File: config.mk
export PLATFORM = sky130hd
export DESIGN_NAME = edp_muldiv_seq
export DESIGN_NICKNAME = d
export VERILOG_FILES = /design/src/rtl/edp_muldiv_seq.sv
export SDC_FILE = /design/constraint.sdc
export NUM_CORES = 1
export LEC_CHECK = 0
export BUFFER_PORTS_ARGS = -buffer_cell sky130_fd_sc_hd__buf_4
export CORE_ASPECT_RATIO = 1.25
export CORE_MARGIN = 1
export CORE_UTILIZATION = 45
export CTS_CLUSTER_DIAMETER = 60
export CTS_CLUSTER_SIZE = 20
export DETAILED_ROUTE_END_ITERATION = 7
export PLACE_DENSITY = 0.69
export SKIP_LAST_GASP = 1
export SYNTH_ARGS = -nofsm -noshare
export SYNTH_HDL_FRONTEND = slang
export SYNTH_SLANG_ARGS = --single-unit
File: constraint.sdc
create_clock -name eboxClk -period 2.8 [get_ports eboxClk]
set_clock_uncertainty 0.15 [all_clocks]
set_input_delay 0.42 -clock eboxClk [delete_from_list [all_inputs] [get_ports eboxClk]]
set_output_delay 0.42 -clock eboxClk [all_outputs]
set_load 0.005 [all_outputs]
File: src/rtl/edp_muldiv_seq.sv
// Multiply/divide step sequencer for the EBOX data path: owns AD/ADB/AR/ARX/MQ controls while busy.
// Optional macro EDP_DIVCHK_EN enables the first-step divide overflow check (divOvf).
module edp_muldiv_seq #(
    parameter int STEPW = 6
) (
    input  logic             eboxClk,
    input  logic             eboxReset_n,
    input  logic             start,
    input  logic             opDiv,
    input  logic [STEPW-1:0] stepCount,
    input  logic             abort,
    input  logic             mq35,
    input  logic             adSign,
    output logic             busy,
    output logic             done,
    output logic             divOvf,
    output logic [STEPW-1:0] stepsDone,
    output logic [6:0]       ctlAD,
    output logic [1:0]       ctlADB,
    output logic [2:0]       ctlArSel,
    output logic             ctlArLoad,
    output logic             ctlArxLoad,
    output logic [1:0]       ctlMqSel,
    output logic [1:0]       ctlMqmSel,
    output logic             ctlMqmEn,
    output logic             ctlADlong
);

    typedef enum logic [1:0] {IDLE, STEP, FIXUP, DONE} state_t;

    localparam logic [6:0]       AD_A     = 7'o37;
    localparam logic [6:0]       AD_AMB   = 7'o51;
    localparam logic [6:0]       AD_APB   = 7'o06;
    localparam logic [STEPW-1:0] STEP_ONE = {{(STEPW-1){1'b0}}, 1'b1};

    state_t           state, state_nxt;
    logic             op_div, prev, qbit, first;
    logic [STEPW-1:0] step_cnt, steps_done, steps_inc;
    logic             last_step, ovf_hit;

    assign steps_inc = steps_done + STEP_ONE;
    assign last_step = (steps_inc == step_cnt);
    assign stepsDone = steps_done;

`ifdef EDP_DIVCHK_EN
    // No borrow on the first trial subtract means the quotient cannot fit.
    assign ovf_hit = op_div & first & ~adSign;
`else
    assign ovf_hit = 1'b0;
`endif

    always_ff @(posedge eboxClk or negedge eboxReset_n) begin
        if (!eboxReset_n) begin
            state <= IDLE;
        end else begin
            state <= state_nxt;
        end
    end

    always_comb begin
        state_nxt  = state;
        busy       = 1'b0;
        done       = 1'b0;
        ctlAD      = AD_A;
        ctlADB     = 2'b10;
        ctlArSel   = 3'b010;
        ctlArLoad  = 1'b0;
        ctlArxLoad = 1'b0;
        ctlMqSel   = 2'b11;
        ctlMqmSel  = 2'b00;
        ctlMqmEn   = 1'b0;
        ctlADlong  = 1'b0;
        case (state)
            IDLE: begin
                if (start) state_nxt = (stepCount == '0) ? DONE : STEP;
            end
            STEP: begin
                busy      = 1'b1;
                ctlArLoad = 1'b1;
                ctlMqmEn  = 1'b1;
                ctlADlong = 1'b1;
                if (op_div) begin
                    ctlAD     = (first | qbit) ? AD_AMB : AD_APB;
                    ctlMqSel  = 2'b01;
                    ctlMqmSel = 2'b01;
                    if (ovf_hit)        state_nxt = DONE;
                    else if (last_step) state_nxt = FIXUP;
                end else begin
                    case ({mq35, prev})
                        2'b10:   ctlAD = AD_AMB;
                        2'b01:   ctlAD = AD_APB;
                        default: ctlAD = AD_A;
                    endcase
                    ctlArxLoad = 1'b1;
                    ctlMqSel   = 2'b10;
                    ctlMqmSel  = 2'b10;
                    if (last_step) state_nxt = DONE;
                end
            end
            FIXUP: begin
                busy = 1'b1;
                // A final negative partial remainder is restored by adding the divisor back.
                if (!qbit) begin
                    ctlAD     = AD_APB;
                    ctlArLoad = 1'b1;
                end
                state_nxt = DONE;
            end
            DONE: begin
                busy      = 1'b1;
                done      = 1'b1;
                state_nxt = IDLE;
            end
            default: state_nxt = IDLE;
        endcase
        if (state != IDLE && abort) begin
            state_nxt = IDLE;
            done      = 1'b0;
        end
    end

    always_ff @(posedge eboxClk or negedge eboxReset_n) begin
        if (!eboxReset_n) begin
            op_div     <= 1'b0;
            step_cnt   <= '0;
            steps_done <= '0;
            prev       <= 1'b0;
            qbit       <= 1'b0;
            first      <= 1'b0;
        end else if (state == IDLE) begin
            if (start) begin
                op_div     <= opDiv;
                step_cnt   <= stepCount;
                steps_done <= '0;
                prev       <= 1'b0;
                qbit       <= 1'b0;
                first      <= 1'b1;
            end
        end else if (state == STEP && !abort) begin
            if (steps_done != step_cnt) steps_done <= steps_inc;
            if (op_div) begin
                qbit  <= ~adSign;
                first <= 1'b0;
            end else begin
                prev <= mq35;
            end
        end
    end

`ifdef EDP_DIVCHK_EN
    logic div_ovf;
    always_ff @(posedge eboxClk or negedge eboxReset_n) begin
        if (!eboxReset_n) begin
            div_ovf <= 1'b0;
        end else if (state == IDLE) begin
            if (start) div_ovf <= 1'b0;
        end else if (abort) begin
            div_ovf <= 1'b0;
        end else if (state == STEP && ovf_hit) begin
            div_ovf <= 1'b1;
        end
    end
    assign divOvf = div_ovf;
`else
    assign divOvf = 1'b0;
`endif

endmodule

==> impl_metrics.ini, run 1 <==
[final_layout]
area_growth_pct = 20.9
drive_above_1_share_pct = 32.3
diodes = 0
nNetsFinal = 189

[pwr]
p_clk_share_pct = 9.7
power_leakage_nw = 0.752
p_int_uw = 974
share_seq_of_total_power_pct = 28.2
combPwrFrac_pct = 62.1
p_per_area_mw_per_mm2 = 1030
ir_drop_mv = 0.616
switchingPower_uw = 646
switching_share_pct = 39.9

[clocking]
tritoncts = yes
cts_max_level = 1
cts_resized = 0
root_buffer = clkbuf_4
cts.path.max_buffers = 2
clock_latency_ps = 290
clk_pin_slew_ps = 100
cts_buffers = 3
cts_sinks = 18

[worst_setup_path]
worstSetupStartpointType = register
r2r-start = state[1]
required_ps = 2230
crit_start = state[1]
cp-end-kind = output pin
r2r-end = prev
rr_worst_depth = 7
path_class = register to output pin
cp-endpoint = ctlAD[4]
path_max_fanout = 10
regToRegSetupSlack_ps = 630
crit_arrival_ps = 2000

[place]
gp_congestion = 0.796
dp_slack_ps = 536
port_buffers = 34
hpwl_um = 2070

[synthesis]
syn_inst = 136
async_flop_share_pct = 100
syn_area_per_cell_um2 = 9.58
synth_cell_type_count = 40
netlist_area_mm2 = 0.00130
ys.flop_type = dfrtp_1
seq_area_frac_synth_pct = 34.6
ys_seq_elements = 18
yosysWarnings = 0
synth_edf_count = 0

[floorplan]
io_pins = 42
die_x_um = 50.1
start_util_pct = 48.1
num_rows = 21
design.core.area_mm2 = 0.00271
die_y_um = 62.2
die_area_mm2 = 0.00311

[sta]
hold_viol_final = 0
fin_crit_ps = 2570
period_share_pct = 91.7
tns_ps = 0
max_freq_mhz = 390
whs_ps = 166
rsz0062_at_grt = no
setup_viol = 0
finalWorstSetupSlack_ps = 234
slew_violations = 0

[grt]
antenna_found_initial = 0
grt_pass1_vias = 995
track_usage_pct = 18.0
grt_overflow = 0
grt_max_degree = 19
grt_pass1_wl_um = 4350

[drt]
first_iter_violations = 12
drt_wl_total_um = 2490
vias = 1031
final_antenna_net_count = 0
first_pass_iters = 4
vias_per_cell = 5.13
drcViolationCount = 0
wire_per_inst_um = 12.4

[job]
maxCapViolations = 0

[worst_hold_path]
worstHoldPathType = input port to register

[status]
status = finished, final reports clean
[metrics by stage]
stage / utilization, % / cell area, um2 / total power, mW / cells
after floorplan: - / 1320 / 1.14 / 141
after global placement: 56.5 / 1530 / 1.47 / 196
after detailed placement: 56.5 / 1530 / 1.48 / 196
after CTS: 58.2 / 1580 / 1.64 / 201
after global routing: 58.2 / 1580 / 1.78 / 201
final: 58.2 / 1580 / 1.62 / 201
[cell type report]
| cell class | instances | area (um2) |
|---|---|---|
| Timing Repair Buffer | 35 | 265 |
| Tap cell | 34 | 42.5 |
| Sequential cell | 18 | 450 |
| Fill cell | 243 | 1130 |
| Multi-Input combinational cell | 100 | 743 |
| Clock buffer | 4 | 36.3 |
| Inverter | 10 | 37.5 |
[Yosys cell counts (2+ instances only)]
master    count  share of area (%)
dfrtp_1      18                 35
nand2_1      14                4.0
buf_4        11                6.3
inv_1        10                2.9
o21ai_0      10                3.8
ha_1          8                7.7
xnor2_1       8                5.4
mux2_2        7                6.1
nor2_1        5                1.4
nor3b_1       4                2.3
a21oi_1       3                1.2
nand3_1       3                1.2
a21o_1        2                1.2
and2_1        2               0.96
clkbuf_1      2               0.58
conb_1        2               0.58
mux2i_1       2                1.5
nor2b_1       2               0.96
xor2_1        2                1.3
[worst min path at each step]
stage / start / to / slack (ps) / cells past startpoint
final: adSign / qbit / 170 / 2
after global routing: adSign / qbit / 170 / 2
after CTS: adSign / qbit / 160 / 2
after detailed placement: eboxReset_n / stepsDone[2] / 150 / 1
after global placement: eboxReset_n / stepsDone[3] / 150 / 1
after floorplan: eboxReset_n / first / -30 / 0
[kinds of logic after synthesis]
kind of cell               share of synthesized area [%]
xor gates and xnor gates                            8.45
adders and majority gates                           7.69
and+or+nand+nor                                     16.7
AOI/OAI and AO/OA                                   14.6
other                                              0.577
muxes                                               7.59
DFF                                                 34.6
buffers and inverters                               9.80
[layout by cell type, fill, tap and decap left out, types with 2 or more instances in the layout]
master	synthesis	layout
nor2_1	5	5
buf_4	11	34
a21oi_1	3	3
a21o_1	2	2
conb_1	2	7
nand2_1	14	14
xor2_1	2	2
clkbuf_4	0	3
nand3_1	3	3
inv_1	10	10
mux2_2	7	7
dfrtp_1	18	18
and2_1	2	2
o21ai_0	10	10
xnor2_1	8	8
mux2i_1	2	2
nor3b_1	4	4
ha_1	8	8
nor2b_1	2	2
[critical path: stages (launching register included)]
cell     delay, ps
dfrtp_1        430
inv_1          140
ha_1           390
nor2b_1        460
nand2_1        110
nand2_1         90
buf_4          100
[registers in the layout, summed over array words and instances (netlist names)]
name       cells
step_cnt       6
first          1
qbit           1
prev           1
op_div         1
stepsDone      6
state          2
[power groups by stage]
| stage | logic, mW | clock network (mW) | registers [mW] |
|---|---|---|---|
| 6_report | 1.01 | 0.157 | 0.457 |
| 5_1_grt | 1.13 | 0.174 | 0.473 |
| 4_1_cts | 1.02 | 0.163 | 0.460 |
| 3_5_place_dp | 1.02 | 0 | 0.467 |
| 3_3_place_gp | 1.00 | 0 | 0.462 |
| 2_1_floorplan | 0.701 | 0 | 0.441 |
[routing by layer]
metal / wire length, um / global-route usage (%) / part of all wire (%)
met1: 956 / 20.5 / 38
met2: 1400 / 33.0 / 56
met3: 103 / 1.72 / 4.1
met4: 30 / 7.50 / 1.2
met5: 0 / 0 / 0
[repair_timing]
item	4_1_cts	5_1_grt
hold buffers	1	0
endpoints found under the setup margin	0	0
endpoints found under the hold margin	18	0
buffers inserted	0	0
(Power assumes the default switching activity.)
==> inputs of run 2 (changes only) <==
==> constraint.sdc (replaced) <==
create_clock -name eboxClk -period 2.8 [get_ports eboxClk]
set_clock_uncertainty 0.15 [all_clocks]
set_input_delay 0.14 -clock eboxClk [delete_from_list [all_inputs] [get_ports eboxClk]]
set_output_delay 0.14 -clock eboxClk [all_outputs]
set_load 0.005 [all_outputs]
==> run 2 against run 1 <==
  * Combinational power barely moved
  * Critical path depth unchanged
  * Core utilization up 2.8 points
  * Power down 0.60%
  * Critical path type unchanged
  * Largest cell class unchanged
  * Highest routed layer unchanged
==> impl_metrics.ini, run 2 (synthesized netlist as in run 1, its figures left out) <==
[status]
status = finished, final reports clean

[grt]
grt_max_degree = 19
grt_pass1_vias = 1088
grt_overflow = 0
grt_pass1_wl_um = 4640
antenna_found_initial = 0
track_usage_pct = 19.8

[clocking]
clk_pin_slew_ps = 90
cts_sinks = 18
cts_max_level = 1
cts_resized = 0
clock_latency_ps = 300
ctsHoldBuffers = 10
root_buffer = clkbuf_4
cts_buffers = 3
cts.path.max_buffers = 2
tritoncts = yes
cts_setup_buffers = 0

[final_layout]
stdcell_area_mm2 = 0.00165
drive_above_1_share_pct = 30.3
layout_common_cells = buf_4 (34), dfrtp_1 (18), nand2_1 (14)
area_growth_pct = 26.8
nNetsFinal = 198
final_common_cell = buf_4
fillers = 237
diodes = 0

[sta]
rsz0062_at_grt = no
hold_viol_final = 0
period_share_pct = 81.0
max_freq_mhz = 441
whs_ps = 70.7
tns_ps = 0
finalWorstSetupSlack_ps = 531
setup_viol = 0
slew_violations = 0
fin_crit_ps = 2270

[floorplan]
start_util_pct = 48.1
io_pins = 42
design.core.area_mm2 = 0.00271
die_area_mm2 = 0.00311
die_y_um = 62.2
die_x_um = 50.1
num_rows = 21

[worst_setup_path]
path_max_fanout = 10
crit_arrival_ps = 1980
path_class = register to output pin
cp-end-kind = output pin
worstSetupStartpointType = register
required_ps = 2510

[drt]
vias_per_cell = 5.13
final_antenna_net_count = 0
wire_per_inst_um = 13.1
first_iter_violations = 17
vias = 1073
drt_wl_total_um = 2740
drcViolationCount = 0
first_pass_iters = 4

[place]
gp_congestion = 0.781
port_buffers = 34
placed_area_mm2 = 0.00153
dp_slack_ps = 630
hpwl_um = 2090

[pwr]
ir_drop_mv = 0.612
p_per_area_mw_per_mm2 = 975
total_power_mw = 1.61
power_leakage_nw = 0.783

[worst_hold_path]
worstHoldPathType = input port to register

[job]
maxCapViolations = 0
-- run 2: cell types whose count changed in the layout (fill, tap and decap cells not counted), sizes merged --
cell,delta
dlygate4sd3,+9
clkbuf,-1
-- run 2: area by class of cell --
class / count / area (um2) / area share (%)
Multi-Input combinational cell: 100 / 743 / 45.0
Sequential cell: 18 / 450 / 27.3
Timing Repair Buffer: 44 / 355 / 21.5
Tap cell: 34 / 42.5 / 2.58
Inverter: 10 / 37.5 / 2.27
Clock buffer: 3 / 22.5 / 1.36
-- run 2: stage by stage --
stage | instances | utilization, %
floorplan | 141 | -
global placement | 196 | 56.5
detailed placement | 196 | 56.5
CTS | 209 | 61.0
global route | 209 | 61.0
finish | 209 | 61.0
-- run 2: path summary, 6_finish.rpt --
check | start | endpoint | slack, ps | cells after the start
min in group asynchronous | eboxReset_n | step_cnt[0] | 80 | 2
setup / recovery | state[1] | ctlAD[4] | 530 | 6
setup reg to reg | state[0] | stepsDone[2] | 640 | 6
max in group asynchronous | eboxReset_n | stepsDone[4] | 2230 | 2
hold / removal | abort | state[0] | 70 | 3
hold reg to reg | first | first | 340 | 2
-- run 2: layer usage --
| layer | vias to the layer above | global-route usage (%) | part of all wire, % |
|---|---|---|---|
| met5 | - | 0 | 0 |
| met1 | 512 | 20.8 | 38 |
| met3 | 5 | 3.43 | 3.7 |
| met2 | 32 | 36.0 | 56 |
| met4 | 0 | 10.7 | 2.1 |
| li1 | 524 | - | - |
-- run 2: critical path, stage by stage (launching register included) --
cell and delay, ps:
dfrtp_1 420, inv_1 130, ha_1 380, nor2b_1 460, nand2_1 110, nand2_1 80
buf_4 100
-- run 2: where the power goes --
group | total, mW | internal (mW) | switching, mW | leakage, nW
sequential | 0.459 | 0.358 | 0.101 | 0.227
clock | 0.127 | 0.0502 | 0.0763 | 0.0138
combinational | 1.03 | 0.545 | 0.480 | 0.542
